===== src/rtl/muldiv_iter_unit_if.sv =====
// EX-stage Start/Busy handshake and HI/LO read-back for the iterative mul/div unit.
interface muldiv_iter_unit_if #(parameter int W = 32);
    logic         start;
    logic [2:0]   op;
    logic [W-1:0] d1;
    logic [W-1:0] d2;
    logic         flush;
    logic         busy;
    logic [W-1:0] hi;
    logic [W-1:0] lo;

    modport master (output start, op, d1, d2, flush, input busy, hi, lo);
    modport slave  (input start, op, d1, d2, flush, output busy, hi, lo);
endinterface


===== src/rtl/muldiv_iter_unit.sv =====
// Radix-2 iterative MULT/MULTU/DIV/DIVU with HI/LO: magnitude datapath for ITER
// cycles, then one sign-fixup cycle that commits the result.
module muldiv_iter_unit #(
    parameter int ITER = 32,
    parameter int W    = 32
) (
    input  logic             clk,
    input  logic             reset,
    muldiv_iter_unit_if.slave bus
);
    localparam int CW = $clog2(ITER);

    typedef enum logic [1:0] {S_IDLE, S_RUN, S_FIX} state_t;

    state_t         r_state;
    logic           r_busy;
    logic [CW-1:0]  r_cnt;
    logic           r_is_div;
    logic           r_neg_q;
    logic           r_neg_r;
    logic           r_dz;
    logic [W-1:0]   r_opnd;
    logic [2*W-1:0] r_acc;
    logic [W-1:0]   r_hi;
    logic [W-1:0]   r_lo;

    logic           w_req, w_arith, w_signed, w_is_div, w_s1, w_s2;
    logic [W-1:0]   w_a1, w_a2;
    logic [W:0]     w_sum;
    logic [2*W-1:0] w_mul_nxt, w_div_nxt, w_prod;
    logic [W:0]     w_rem_sh;
    logic           w_ge;
    logic [W-1:0]   w_rem_sub, w_quo, w_rem;

    assign w_req    = bus.start & (r_state == S_IDLE) & ~bus.flush;
    assign w_arith  = w_req & (bus.op <= 3'd3);
    assign w_signed = ~bus.op[0];
    assign w_is_div = bus.op[1];
    assign w_s1     = w_signed & bus.d1[W-1];
    assign w_s2     = w_signed & bus.d2[W-1];
    assign w_a1     = w_s1 ? -bus.d1 : bus.d1;
    assign w_a2     = w_s2 ? -bus.d2 : bus.d2;

    // Multiply: acc = {partial product, remaining multiplier bits}; carry rides into the shift.
    assign w_sum     = {1'b0, r_acc[2*W-1:W]} + {1'b0, r_opnd};
    assign w_mul_nxt = r_acc[0] ? {w_sum, r_acc[W-1:1]} : {1'b0, r_acc[2*W-1:1]};

    // Divide: acc = {remainder, dividend/quotient}; W+1-bit shifted remainder keeps
    // divisors with the MSB set correct.
    assign w_rem_sh  = {r_acc[2*W-1:W], r_acc[W-1]};
    assign w_ge      = (w_rem_sh >= {1'b0, r_opnd});
    assign w_rem_sub = w_rem_sh[W-1:0] - r_opnd;
    assign w_div_nxt = {(w_ge ? w_rem_sub : w_rem_sh[W-1:0]), r_acc[W-2:0], w_ge};

    assign w_prod = r_neg_q ? -r_acc : r_acc;
    assign w_quo  = r_neg_q ? -r_acc[W-1:0] : r_acc[W-1:0];
    assign w_rem  = r_neg_r ? -r_acc[2*W-1:W] : r_acc[2*W-1:W];

    always_ff @(posedge clk or negedge reset) begin
        if (!reset) begin
            r_state  <= S_IDLE;
            r_busy   <= 1'b0;
            r_cnt    <= '0;
            r_is_div <= 1'b0;
            r_neg_q  <= 1'b0;
            r_neg_r  <= 1'b0;
            r_dz     <= 1'b0;
            r_opnd   <= '0;
            r_acc    <= '0;
            r_hi     <= '0;
            r_lo     <= '0;
        end else begin
            case (r_state)
                S_IDLE: begin
                    if (w_arith) begin
                        r_state  <= S_RUN;
                        r_busy   <= 1'b1;
                        r_cnt    <= '0;
                        r_is_div <= w_is_div;
                        r_neg_q  <= w_s1 ^ w_s2;
                        r_neg_r  <= w_s1;
                        r_dz     <= (bus.d2 == '0);
                        r_opnd   <= w_is_div ? w_a2 : w_a1;
                        r_acc    <= {{W{1'b0}}, (w_is_div ? w_a1 : w_a2)};
                    end else if (w_req && bus.op == 3'd4) begin
                        r_hi <= bus.d1;
                    end else if (w_req && bus.op == 3'd5) begin
                        r_lo <= bus.d1;
                    end
                end
                S_RUN: begin
                    if (bus.flush) begin
                        r_state <= S_IDLE;
                        r_busy  <= 1'b0;
                    end else begin
                        r_acc <= r_is_div ? w_div_nxt : w_mul_nxt;
                        r_cnt <= r_cnt + 1'b1;
                        if (r_cnt == CW'(ITER - 1)) r_state <= S_FIX;
                    end
                end
                S_FIX: begin
                    r_state <= S_IDLE;
                    r_busy  <= 1'b0;
                    if (!bus.flush) begin
                        if (!r_is_div) begin
                            {r_hi, r_lo} <= w_prod;
                        end else if (!r_dz) begin
                            r_hi <= w_rem;
                            r_lo <= w_quo;
                        end
                    end
                end
                default: begin
                    r_state <= S_IDLE;
                    r_busy  <= 1'b0;
                end
            endcase
        end
    end

    assign bus.busy = r_busy;
    assign bus.hi   = r_hi;
    assign bus.lo   = r_lo;
endmodule


===== src/flat_wrapper.sv =====
// flat-port wrapper written by rule: the top's interface ports become plain ports
module muldiv_iter_unit_flat 
#(
    parameter int ITER = 32,
    parameter int W    = 32
)
  (clk, reset, bus_start, bus_op, bus_d1, bus_d2, bus_flush, bus_busy, bus_hi, bus_lo);
  muldiv_iter_unit_if #(.W(W)) bus_i ();
  input  logic clk;
  input  logic reset;
  input wire logic [$bits(bus_i.start)-1:0] bus_start;
  input wire logic [$bits(bus_i.op)-1:0] bus_op;
  input wire logic [$bits(bus_i.d1)-1:0] bus_d1;
  input wire logic [$bits(bus_i.d2)-1:0] bus_d2;
  input wire logic [$bits(bus_i.flush)-1:0] bus_flush;
  output wire logic [$bits(bus_i.busy)-1:0] bus_busy;
  output wire logic [$bits(bus_i.hi)-1:0] bus_hi;
  output wire logic [$bits(bus_i.lo)-1:0] bus_lo;
  assign bus_i.start = bus_start;
  assign bus_i.op = bus_op;
  assign bus_i.d1 = bus_d1;
  assign bus_i.d2 = bus_d2;
  assign bus_i.flush = bus_flush;
  assign bus_busy = bus_i.busy;
  assign bus_hi = bus_i.hi;
  assign bus_lo = bus_i.lo;
  muldiv_iter_unit #(.ITER(ITER), .W(W)) u_core (.clk(clk), .reset(reset), .bus(bus_i));
endmodule

===== config.mk =====
export PLATFORM = sky130hd
export DESIGN_NAME = muldiv_iter_unit_flat
export DESIGN_NICKNAME = d
export VERILOG_FILES = /design/src/rtl/muldiv_iter_unit_if.sv /design/src/rtl/muldiv_iter_unit.sv /design/src/flat_wrapper.sv
export SDC_FILE = /design/constraint.sdc
export NUM_CORES = 1
export LEC_CHECK = 0
export CORE_MARGIN = 2
export CORE_UTILIZATION = 24
export DETAILED_ROUTE_END_ITERATION = 8
export PLACE_DENSITY_LB_ADDON = 0.25
export SETUP_SLACK_MARGIN = 0.15
export SLEW_MARGIN = 20
export SYNTH_ARGS = -nofsm -noshare
export SYNTH_HDL_FRONTEND = slang
export SYNTH_SLANG_ARGS = --single-unit

===== constraint.sdc =====
create_clock -name clk -period 4.7 [get_ports clk]
set_input_delay 0.47 -clock clk [delete_from_list [all_inputs] [get_ports clk]]
set_output_delay 0.47 -clock clk [all_outputs]
set_load 0.03 [all_outputs]

==> impl_metrics.csv <==
group,metric,value,unit
run_status,status,"complete, no violations",
global_routing,grt_usage,0.198,
synthesis,yosys_warnings,0,
drt,drcViolationCount,0,
synthesis,synth_cell_type_count,71,
synthesis,synthFlopType,"dfrtp_1",
cells_and_area,area_delta_synth_final,18.4,%
cells_and_area,drive_gt1_frac,0.0536,
cts,cts_buffers,17,
synthesis,synth_edf_count,0,
floorplan,die_x,257,um
cts,cts_setup_buffers,0,
floorplan,die_y,257,um
global_routing,grt_pass1_wl,97600,um
sta,fin_skew,0.0180,ns
drt,drtPass1Iterations,5,
sta,fin_crit_sh,0.796,
drt,wl,66600,um
sta,hold_violations,0,
sta,finalSetupViolCount,0,
cts,root_buffer,"clkbuf_16",
drt,wire_per_inst,22.8,um
critical_path,cp_max_fo,50,
floorplan,die_area,66100,sq um
place,gp_congestion,0.915,
cts,cts.sinks,172,
cts,hold_buffers,0,
drt,drt_iter0_drc,1494,
sta,setup_tns,0,ns
floorplan,io_pins,136,
place,io_buffer_count,135,
sta,max_slew_margin,0.351,
floorplan,core_area,63200,sq um
cts,cts_max_level,4,
sta,period_needed,3.74,ns
floorplan,initial_utilization,0.243,
critical_path,critPathCaptureType,"flip-flop",
job,drv_cap,0,
synthesis,syn_area,15400,sq um
pwr,vdd_drop_max,0.338,mV
cells_and_area,final_nets,2202,
synthesis,async_reset_ff_frac,1.00,
synthesis,syn-num-nets,2150,
floorplan,rows,92,
drt,viasPerCell,5.40,
pwr,p_leak,7.38,nW
global_routing,antenna_found_initial,2,
synthesis,synth-seq-cells,172,
min_path,hold_path.class,"primary input to async pin",
cells_and_area,postLayoutCoreUtil,0.288,
global_routing,grt_start_max_net_pins,101,
sta,rsz0062_at_grt,"false",
critical_path,r2r_cells,12,
synthesis,syn_area_per_cell,7.66,sq um
global_routing,grt-ovfl-total,0,
critical_path,r2r_start,"u_core.r_acc[40]$_DFFE_PN0P_",
critical_path,worstPathArrival,4.19,ns
sta,clock.fmax,267,MHz
cts,clk_pin_slew,0.08,ns
critical_path,start_kind,"flip-flop",
cts,clockBufferDepth,2,
critical_path,required,5.15,ns
critical_path,regToRegEndpoint,"u_core.r_acc[38]$_DFFE_PN0P_",
pwr,power.density,598,nW/um^2
cts,ctsResizeCount,0,
critical_path,ff2ff_setup_slack,0.96,ns
drt,drt.antenna.violating_nets,0,
place,dp_hpwl,52000,um
cells_and_area,num_antenna_cells,0,
critical_path,worstSetupPathType,"flip-flop to flip-flop",
synthesis,syn_inst,2007,
cts,insertion_delay,0.51,ns
cts,cts_tree,"done",
pwr,p_total,10.9,mW
sta,drv_slew,0,
synthesis,yosysSeqAreaShare,0.280,
drt,vias,15700,
global_routing,first_global_vias,14800,
sta,worst_slew_pin_slew,0.973,ns
-- flip-flops by register name, indices dropped and copies added (netlist names) --
name / count
u_core.r_neg_q: 1
u_core.r_acc: 64
u_core.r_opnd: 32
u_core.bus.hi: 32
u_core.bus.lo: 32
u_core.r_dz: 1
u_core.r_state: 2
u_core.r_is_div: 1
u_core.r_cnt: 5
u_core.r_neg_r: 1
u_core.bus.busy: 1
-- critical path: stages (launching register included) --
cell and delay, ns:
dfrtp_1 0.57, ha_1 0.55, and4_1 0.27, nand3_1 0.10, a21oi_1 0.15, a211oi_1 0.06, buf_4 0.17, o31ai_1 0.71
a41oi_4 0.21, buf_12 0.23, mux2i_1 0.17, a221oi_1 0.32, a21o_1 0.11
-- cells in the mapped netlist (6+ instances only) --
cell type	n	area, sq um
xnor2_1	105	920
o21a_1	8	60.1
a31oi_1	21	131
o21ai_0	161	806
a221o_1	6	60.1
nand2_1	227	852
o31ai_1	43	323
and2_1	9	56.3
ha_1	70	876
clkbuf_1	121	454
and3_1	7	43.8
buf_1	17	63.8
dfrtp_1	172	4300
nor2_1	204	766
nor2b_1	13	81.3
o21bai_1	9	67.6
mux2_2	6	67.6
o41ai_1	10	87.6
inv_1	56	210
nor3_1	48	240
or4_1	20	150
a32o_1	6	60.1
a21boi_0	13	97.6
a211oi_1	21	158
nand3_1	30	150
nand4_1	16	100
a21o_1	42	315
xor2_1	68	596
a221oi_1	18	158
nor4_1	12	75.1
o211ai_1	29	218
a41oi_1	6	52.6
nand2b_1	21	131
mux2i_1	67	671
a21oi_1	212	1060
or3_1	18	113
or2_2	14	87.6
o221ai_1	15	131
-- report_power, final --
group          switching (mW)  internal, mW  total, mW  leakage (nW)
Sequential              0.755          1.91       2.67          2.12
Combinational            4.10          2.64       6.75          4.98
Clock                   0.767         0.722       1.49         0.290
Total                    5.62          5.28       10.9          7.38
-- area by class of cell --
type                    count  area, sq um
fillers                  6771        45000
multi-input cells        1640        10400
flip-flops and latches    172         4310
repair buffers            172         1650
well taps                 846         1060
clock buffers              18          439
inverters                  56          210
clock inverters            14          144
-- metal layers --
layer / track usage / wire [um] / vias to the layer above
met5: 0 / 23 / -
met4: 0.0790 / 2290 / 4
met3: 0.0448 / 5170 / 84
met2: 0.289 / 28200 / 673
met1: 0.279 / 30900 / 7617
li1: - / - / 7365
-- placed cells by master (no fill, tap or decap), types with 9 or more instances in the layout --
master           count
o41ai_1             10
a211oi_1            21
nor3_1              48
a21boi_0            13
a21oi_1            212
o31ai_1             43
o21bai_1             9
inv_1               56
nor4_1              12
xnor2_1            105
or2_2               14
o21ai_0            161
a21o_1              42
nand3_1             30
xor2_1              68
dfrtp_1            170
or4_1               20
and2_1               9
nand2b_1            21
a31oi_1             21
nand2_1            227
o211ai_1            29
mux2i_1             67
clkdlybuf4s50_1    133
or3_1               18
a221oi_1            18
ha_1                70
nor2_1             202
nand4_1             16
o221ai_1            15
nor2b_1             12
clkbuf_16           17
buf_4               36
-- logic make-up after synthesis --
kind of cell,count (synthesis),synth area share
AOI/OAI and AO/OA,662,0.269
xor gates and xnor gates,173,0.0985
adders and majority gates,72,0.0595
buffers and inverters,195,0.0477
DFF,172,0.280
muxes,73,0.0480
and+or+nand+nor,660,0.197
-- worst max path at each step --
stage                                    end  slack (ns)                    startpoint  cells after the start
2_1_floorplan   u_core.r_acc[52]$_DFFE_PN0P_        1.41  u_core.r_acc[37]$_DFFE_PN0P_                     11
3_3_place_gp   u_core.r_opnd[25]$_DFFE_PN0P_        0.96                     bus_d2[0]                     10
3_5_place_dp    u_core.r_acc[31]$_DFFE_PN0P_        0.93                     bus_d1[2]                     10
4_1_cts         u_core.r_acc[63]$_DFFE_PN0P_        1.05  u_core.r_acc[38]$_DFFE_PN0P_                     12
5_1_grt         u_core.r_acc[38]$_DFFE_PN0P_        0.73  u_core.r_acc[38]$_DFFE_PN0P_                     12
6_report        u_core.r_acc[38]$_DFFE_PN0P_        0.96  u_core.r_acc[40]$_DFFE_PN0P_                     12
-- through the flow --
| step | cells | setup WS (ns) | cell area, sq um | hold WS [ns] |
|---|---|---|---|---|
| after CTS | 2918 | 1.05 | 18200 | 0.111 |
| after detailed placement | 2886 | 0.927 | 17600 | 0.468 |
| final | 2918 | 0.957 | 18200 | 0.0724 |
| after global placement | 2886 | 0.958 | 17600 | 0.464 |
| after global routing | 2918 | 0.735 | 18200 | 0.165 |
| after floorplan | 2007 | 1.41 | 15400 | 0.174 |
(Power assumes the default switching activity.)
